$ cat config.mk
export PLATFORM = sky130hd
export DESIGN_NAME = alu_serial_opq
export DESIGN_NICKNAME = d
export VERILOG_FILES = /design/src/rtl/alu_serial_opq.sv
export SDC_FILE = /design/constraint.sdc
export NUM_CORES = 1
export LEC_CHECK = 0
export ABC_AREA = 1
export CAP_MARGIN = 20
export CORE_MARGIN = 2
export CORE_UTILIZATION = 40
export CTS_CLUSTER_DIAMETER = 150
export CTS_CLUSTER_SIZE = 24
export DETAILED_ROUTE_END_ITERATION = 8
export PLACE_DENSITY = 0.69
export SYNTH_ARGS = -nofsm -noshare
export SYNTH_HDL_FRONTEND = slang
export SYNTH_HIERARCHICAL = 1
export SYNTH_SLANG_ARGS = --single-unit
$ cat constraint.sdc
create_clock -name clk -period 2.58 [get_ports clk]
set_clock_uncertainty 0.15 [all_clocks]
set_input_delay 0.387 -clock clk [delete_from_list [all_inputs] [get_ports clk]]
set_output_delay 0.387 -clock clk [all_outputs]
set_load 0.005 [all_outputs]
$ cat src/rtl/alu_serial_opq.sv
// Bit-serial Y86 OPq execution unit (addq/subq/andq/xorq).
// One result bit per clock, LSB first, built on the add_1bit full adder.
// The WIDTH-bit result and ZF/SF/OF are committed together on the last bit.

// Single-bit full adder used as the per-bit arithmetic core.
module add_1bit (
  input  logic i_a,
  input  logic i_b,
  input  logic i_cin,
  output logic o_sum,
  output logic o_cout
);
  assign o_sum  = i_a ^ i_b ^ i_cin;
  assign o_cout = (i_a & i_b) | (i_a & i_cin) | (i_b & i_cin);
endmodule

module alu_serial_opq #(
  parameter int WIDTH = 64,
  parameter int CW    = 7
) (
  input  logic             clk,
  input  logic             rst,
  input  logic             start,
  input  logic [1:0]       op,
  input  logic [WIDTH-1:0] val_a,
  input  logic [WIDTH-1:0] val_b,
  output logic             busy,
  output logic             done,
  output logic [WIDTH-1:0] val_e,
  output logic             zf,
  output logic             sf,
  output logic             of
);

  typedef enum logic [1:0] {
    S_IDLE = 2'b00,
    S_RUN  = 2'b01,
    S_DONE = 2'b10
  } state_t;

  state_t           r_state;
  state_t           w_next_state;

  logic [WIDTH-1:0] r_a;
  logic [WIDTH-1:0] r_b;
  logic [1:0]       r_op;
  logic [CW-1:0]    r_cnt;
  logic             r_carry;
  logic             r_zacc;
  // Only WIDTH-1 bits are needed: the final bit arrives combinationally at commit.
  logic [WIDTH-2:0] r_res;

  logic [WIDTH-1:0] r_val_e;
  logic             r_zf;
  logic             r_sf;
  logic             r_of;
  logic             r_busy;
  logic             r_done;

  logic             w_accept;
  logic             w_last;
  logic             w_a_bit;
  logic             w_b_bit;
  logic             w_a_eff;
  logic             w_sum;
  logic             w_cout;
  logic             w_res_bit;
  logic             w_of;
  logic [WIDTH-1:0] w_res_full;

  assign w_accept   = start && ((r_state == S_IDLE) || (r_state == S_DONE));
  assign w_last     = (r_state == S_RUN) && (r_cnt == CW'(WIDTH - 1));
  assign w_a_bit    = r_a[0];
  assign w_b_bit    = r_b[0];
  // Subtraction is b + ~a + 1; the +1 comes from the carry preset on accept.
  assign w_a_eff    = w_a_bit ^ (r_op == 2'b01);
  assign w_res_full = {w_res_bit, r_res};

  add_1bit u_add (
    .i_a    (w_b_bit),
    .i_b    (w_a_eff),
    .i_cin  (r_carry),
    .o_sum  (w_sum),
    .o_cout (w_cout)
  );

  // State register.
  always_ff @(posedge clk) begin
    if (rst) begin
      r_state <= S_IDLE;
    end else begin
      r_state <= w_next_state;
    end
  end

  // Next-state logic: RUN for WIDTH bits, one DONE cycle, DONE may re-accept.
  always_comb begin
    w_next_state = r_state;
    case (r_state)
      S_IDLE: begin
        if (start) w_next_state = S_RUN;
        else       w_next_state = S_IDLE;
      end
      S_RUN: begin
        if (w_last) w_next_state = S_DONE;
        else        w_next_state = S_RUN;
      end
      S_DONE: begin
        if (start) w_next_state = S_RUN;
        else       w_next_state = S_IDLE;
      end
      default: w_next_state = S_IDLE;
    endcase
  end

  // Select the current result bit according to the latched function.
  always_comb begin
    w_res_bit = 1'b0;
    case (r_op)
      2'b00:   w_res_bit = w_sum;
      2'b01:   w_res_bit = w_sum;
      2'b10:   w_res_bit = w_b_bit & w_a_bit;
      2'b11:   w_res_bit = w_b_bit ^ w_a_bit;
      default: w_res_bit = 1'b0;
    endcase
  end

  // Signed overflow, meaningful only while the sign bit is being processed.
  always_comb begin
    w_of = 1'b0;
    case (r_op)
      2'b00:   w_of = (w_a_bit == w_b_bit) && (w_res_bit != w_b_bit);
      2'b01:   w_of = (w_a_bit != w_b_bit) && (w_res_bit != w_b_bit);
      default: w_of = 1'b0;
    endcase
  end

  // Operand/result shift registers, bit counter, carry and zero accumulator.
  always_ff @(posedge clk) begin
    if (rst) begin
      r_a     <= {WIDTH{1'b0}};
      r_b     <= {WIDTH{1'b0}};
      r_op    <= 2'b00;
      r_cnt   <= {CW{1'b0}};
      r_carry <= 1'b0;
      r_zacc  <= 1'b0;
      r_res   <= {(WIDTH-1){1'b0}};
    end else if (w_accept) begin
      r_a     <= val_a;
      r_b     <= val_b;
      r_op    <= op;
      r_cnt   <= {CW{1'b0}};
      r_carry <= (op == 2'b01);
      r_zacc  <= 1'b0;
      r_res   <= {(WIDTH-1){1'b0}};
    end else if (r_state == S_RUN) begin
      r_a    <= {1'b0, r_a[WIDTH-1:1]};
      r_b    <= {1'b0, r_b[WIDTH-1:1]};
      r_cnt  <= r_cnt + CW'(1);
      r_res  <= w_res_full[WIDTH-1:1];
      r_zacc <= r_zacc | w_res_bit;
      if (!r_op[1]) r_carry <= w_cout;
      else          r_carry <= r_carry;
    end
  end

  // Commit result and flags on the edge that processes the sign bit.
  always_ff @(posedge clk) begin
    if (rst) begin
      r_val_e <= {WIDTH{1'b0}};
      r_zf    <= 1'b0;
      r_sf    <= 1'b0;
      r_of    <= 1'b0;
    end else if (w_last) begin
      r_val_e <= w_res_full;
      r_zf    <= ~(r_zacc | w_res_bit);
      r_sf    <= w_res_bit;
      r_of    <= w_of;
    end
  end

  // Registered status outputs derived from the upcoming state.
  always_ff @(posedge clk) begin
    if (rst) begin
      r_busy <= 1'b0;
      r_done <= 1'b0;
    end else begin
      r_busy <= (w_next_state == S_RUN);
      r_done <= (w_next_state == S_DONE);
    end
  end

  assign busy  = r_busy;
  assign done  = r_done;
  assign val_e = r_val_e;
  assign zf    = r_zf;
  assign sf    = r_sf;
  assign of    = r_of;

endmodule

After elaboration in Yosys (flattened, before gate mapping)
Index checks and enable logic that the tools add are counted.
{"block": "op_classes", "addsub": 1, "n_eq_ne": 13, "muxes": 12, "bitwise": 12, "n_reduce_logical": 12}
{"cell": "$mux 64", "count": 4}
{"cell": "$eq 2x1->1 const B", "count": 4}
{"cell": "$eq 2x2->1 const B", "count": 4}
{"cell": "$add 7x1->7 const B", "count": 1}
{"cell": "$eq 7x6->1 const B", "count": 1}
{"cell": "$reduce_or 2->1", "count": 3}
{"cell": "$and 1x1->1", "count": 4}
{"cell": "$logic_and 1x1->1", "count": 4}
{"cell": "$logic_not 2->1", "count": 2}
{"cell": "$mux 1", "count": 4}
{"cell": "$pmux 2 s2", "count": 1}
{"cell": "$xor 1x1->1", "count": 4}
{"cell": "$or 1x1->1", "count": 3}
{"cell": "$pmux 1 s3", "count": 1}
{"cell": "$mux 2", "count": 1}
{"cell": "$ne 1x1->1", "count": 2}
{"cell": "$ne 2x1->1 const B", "count": 1}
{"cell": "$pmux 1 s2", "count": 1}
{"cell": "$reduce_and 2->1", "count": 1}
{"cell": "$reduce_bool 2->1", "count": 1}
{"cell": "$eq 1x1->1", "count": 1}
{"cell": "$logic_or 1x1->1", "count": 1}
{"cell": "$not 1->1", "count": 1}
{"block": "word_totals", "regBits": 273, "input_bits": 133, "out_inout_bits": 69, "word_cells": 64}

Logic depth before layout (Yosys ltp)
{"block": "logic_depth", "word_depth": 8, "ltp_mapped": 10, "mapped_depth_nobuf": 10}

Hierarchy
Netlist, hierarchy kept.
{"module": "alu_serial_opq", "n_inst": 1, "cells_per_inst": 1427, "area_per_inst_um2": 10702.8, "seq_area_each_um2": 5445.2}
{"module": "add_1bit", "n_inst": 1, "cells_per_inst": 1, "area_per_inst_um2": 20.0, "seq_area_each_um2": 0.0}

Worst setup path before layout
No wires, ideal clock.
{"block": "synth_timing", "kind": "register to register", "startpoint": "register r_op[1]", "endpoint": "register r_of (netlist: of)", "setup_ns": 0.132, "arrival_time_ns": 1.469, "required_ns": 2.298, "setup_slack_ns": 0.829, "stages_incl_launch_ff": 11, "path_buffers": 0, "period_less_slack_ns": 1.751, "cell_sequence": "dfxtp_1 inv_1 nand2_1 xnor2_1 fa_1 nand2_1 nand3_1 nand2_1 nand2_1 nand2_1 a21oi_1"}
{"block": "synth_via", "elab_chain_cells": 8, "elab_cells_between_ends": 13, "classes_between": "4 x eq/ne; 2 x mux; 3 x bitwise; 4 x reduce/logical"}
{"item": "start: declaration", "line_no": "46", "text": "logic [1:0] r_op;"}
{"item": "start signal: assignment", "line_no": "151", "text": "r_op <= op;"}
{"item": "$eq 2x1->1 (*)", "line_no": "76", "text": "assign w_a_eff = w_a_bit ^ (r_op == 2'b01);"}
{"item": "$xor 1x1->1 (*)", "line_no": "76"}
{"item": "via w_a_eff", "line_no": "64", "text": "logic w_a_eff;"}
{"item": "$xor 1x1->1 (*) (2 in a row)", "line_no": "13", "text": "assign o_sum = i_a ^ i_b ^ i_cin;"}
{"item": "via w_sum", "line_no": "65", "text": "logic w_sum;"}
{"item": "$pmux 1 s3 (*)", "line_no": "119", "text": "case (r_op)"}
{"item": "$ne 1x1->1 (*)", "line_no": "132, 133"}
{"item": "$logic_and 1x1->1 (on tied branches)", "line_no": "133, 132"}
{"item": "$pmux 1 s2 (*)", "line_no": "131", "text": "case (r_op)"}
{"item": "end signal: assignment", "line_no": "178", "text": "r_of <= w_of;"}
{"item": "end: declaration", "line_no": "56", "text": "logic r_of;"}
Mark *: on every way through the listed nets, which the timed path passes. The rest lies on a longest branch.
A chain may end at the register's enable or synchronous reset.

==> flow_summary.toml <==
[status]
status = "completed"

[final_layout]
syn_to_final_growth_pct = 23.2
fin_util = 0.504
drive_gt1_frac = 0.0413
nNetsFinal = 1685
multi_input_area_um2 = 4630
register_area_um2 = 5450
fill_cells = 2566

[cts]
cts_tree = "built"
clk_latency_ns = 0.51
numClockSinks = 272
cts_root_buf = "clkbuf_16"
htreeDepth = 1
cts_resized = 0
numCtsBuffers = 15
holdBufCountCts = 0
postCtsSetupBuffers = 0
clockBufferDepth = 3
path_clk_slew_ns = 0.10

[logic_synthesis]
synth.avg_cell_area_um2 = 7.51
synth.largest_area_cell = "dfxtp_1"
netlist_top_cells_area = "dfxtp_1 51%, nand2_1 14%, a21oi_1 8.8%, nor3_1 5.8%, o21ai_0 4.1%"
syn_inst = 1428
synth_area_um2 = 10700
synth_top_area_share = 0.508
ys_seq_elements = 272
synth_warnings = 6
ys_seq_area_frac = 0.508
syn_nets = 1564
ys_types = 33

[routing]
final_antenna_net_count = 0
totalWireLength_um = 26200
num_vias = 9568
drt_first_pass_iters = 5
viasPerCell = 5.08
first_iter_violations = 773
drc = 0
wl_per_cell_um = 13.9

[power_and_ir_drop]
leakagePower_nw = 4.54
power_density_nw_per_um2 = 605
peakVddDrop_mv = 0.335

[setup_path]
r2r_slack_ns = 0.62
r2r_end = "of$_SDFFE_PP0P_"
crit_family = "buffers and inverters"
r2r_cells = 10
cp.arrival_ns = 1.46
cpMaxStageDelayCell = "clkdlybuf4s50_1"
cp_slowest_stage_delay_ns = 0.54
worst-path-max-fanout = 3
cp_cell_sequence = "clkdlybuf4s50_1"
start_kind = "flop"
cp.required_ns = 2.04
path_buf_inv = 1
end_kind = "output port"
timing.rr.start = "r_op[1]$_SDFFE_PP0N_"
crit_type = "reg -> out"

[min_path]
hold-path-endpoint = "r_a[17]$_SDFFE_PP0P_"
whs_path_depth = 2
hold_path_class = "in -> reg"
hp-start = "rst"

[placed_design]
hpwlAfterDp_um = 16300
port_buffers = 201
pre_cts_slack_ns = 0.513
gp_congestion = 0.760

[floorplan]
dieArea_um2 = 28100
die_w_um = 168
num_rows = 59
coreArea_um2 = 26200
initial_core_util = 0.409
num_io_pins = 202
die_height_um = 168

[global_route]
grt_max_degree = 111
antenna_found_initial = 1
grtUsageTotal = 0.183
overflow = 0
grt_pass1_wl_um = 43800
first_global_vias = 8819

[sta]
max_freq_mhz = 500
setup_viol = 0
period_needed_ns = 2.00
fin_ws_ns = 0.581
finalHoldViolCount = 0
slew_viol_final = 0
tightestPinTransition_ns = 0.803
fin_crit_sh = 0.775
fin_tns_setup_ns = 0
slew_headroom = 0.465
rsz0062_at_grt = "false"

[job]
drv_cap = 0
[routing by layer]
| metal | global-route usage | part of all wire |
|---|---|---|
| met1 | 0.248 | 0.47 |
| met2 | 0.305 | 0.46 |
| met3 | 0.0262 | 0.048 |
| met4 | 0.0484 | 0.024 |
| met5 | 0 | 0 |
[cells in the final DEF (no fill, tap or decap), types with 2 or more instances in the layout]
master and count:
a211oi_1 4, a21oi_1 188, a21oi_2 10, a31oi_1 3
buf_12 5, buf_4 18, clkbuf_16 15, clkdlybuf4s50_1 200
dfxtp_1 272, ha_1 2, inv_1 14, inv_2 4
inv_6 2, nand2_1 399, nand2_4 2, nand3_1 70
nor2_1 73, nor2_2 3, nor3_1 125, o21ai_0 87
o21ai_1 41
[kinds of logic after synthesis]
group,after synthesis,synth area share
AOI/OAI and AO/OA,336,0.163
xor gates and xnor gates,1,0.000817
adders and majority gates,3,0.00420
buffers and inverters,138,0.0610
DFF,272,0.508
and+or+nand+nor,678,0.264
[cells in the mapped netlist]
cell        n
buf_2      43
nand3_2     1
o2111a_1    1
nor3_1    125
a21oi_1   188
clkbuf_2    3
clkbuf_1   56
buf_1       2
a211oi_1    4
inv_2       5
buf_4       9
a31oi_1     3
inv_1      14
nand2_4     1
xnor2_1     1
nand3_1    70
and2_1      1
nor3b_1     1
o21ai_0    87
o211ai_1    1
nor2_2      3
dfxtp_1   272
ha_1        2
nand2_2     2
a21oi_2    10
nand4_1     1
o22ai_1     1
nor2_1     73
or2_2       1
fa_1        1
nand2_1   399
buf_6       6
o21ai_1    41
[power breakdown]
part	switching, W	internal (W)
logic	0.000599	0.000441
clock network	0.00137	0.00107
registers	0.000105	0.00440
total	0.00208	0.00592
[cell type report]
cell class / count / area share
clock buffers: 15 / 0.0284
repair buffers: 223 / 0.169
multi-input cells: 1018 / 0.350
inverters: 19 / 0.00578
diodes: 1 / 0.000189
well taps: 335 / 0.0317
clock inverters: 2 / 0.00189
flip-flops and latches: 272 / 0.412
[worst register-to-register path: cells and delay by family, from the launching register on]
kind	cells	cell delay, ns
flops	1	0.42
xor+xnor	1	0.14
simple gates	6	0.52
buf+inv	1	0.10
fa+ha+maj	1	0.45
compound gates	1	0.05
[state kept, by name, indices dropped and copies added, names as in the netlist]
| register | count |
|---|---|
| r_carry | 1 |
| busy | 1 |
| zf | 1 |
| r_zacc | 1 |
| r_op | 2 |
| done | 1 |
| r_cnt | 7 |
| val_e | 64 |
| r_state | 2 |
| r_res | 63 |
| r_a | 64 |
| r_b | 64 |
| of | 1 |
[per-stage QoR]
stage / area [um^2] / hold WS (ns) / total power [W] / std cells
floorplan: 10700 / 0.280 / 0.00527 / 1428
finish: 13200 / 0.134 / 0.00800 / 1885
global placement: 12800 / 0.295 / 0.00563 / 1867
detailed placement: 12800 / 0.296 / 0.00565 / 1867
CTS: 13200 / 0.117 / 0.00811 / 1884
global route: 13200 / 0.137 / 0.00841 / 1885
[how the worst max path moves through the flow]
stage	from	end	cells after the start
floorplan	r_op[1]$_SDFFE_PP0N_	of$_SDFFE_PP0P_	10
global placement	start	r_cnt[2]$_SDFFE_PP0P_	7
detailed placement	start	r_res[39]$_SDFFE_PP0P_	7
CTS	val_e[63]$_SDFFE_PP0P_	sf	1
global route	r_op[1]$_SDFFE_PP0N_	of$_SDFFE_PP0P_	10
finish	val_e[63]$_SDFFE_PP0P_	sf	1
Power figures use the tool's default switching activity.
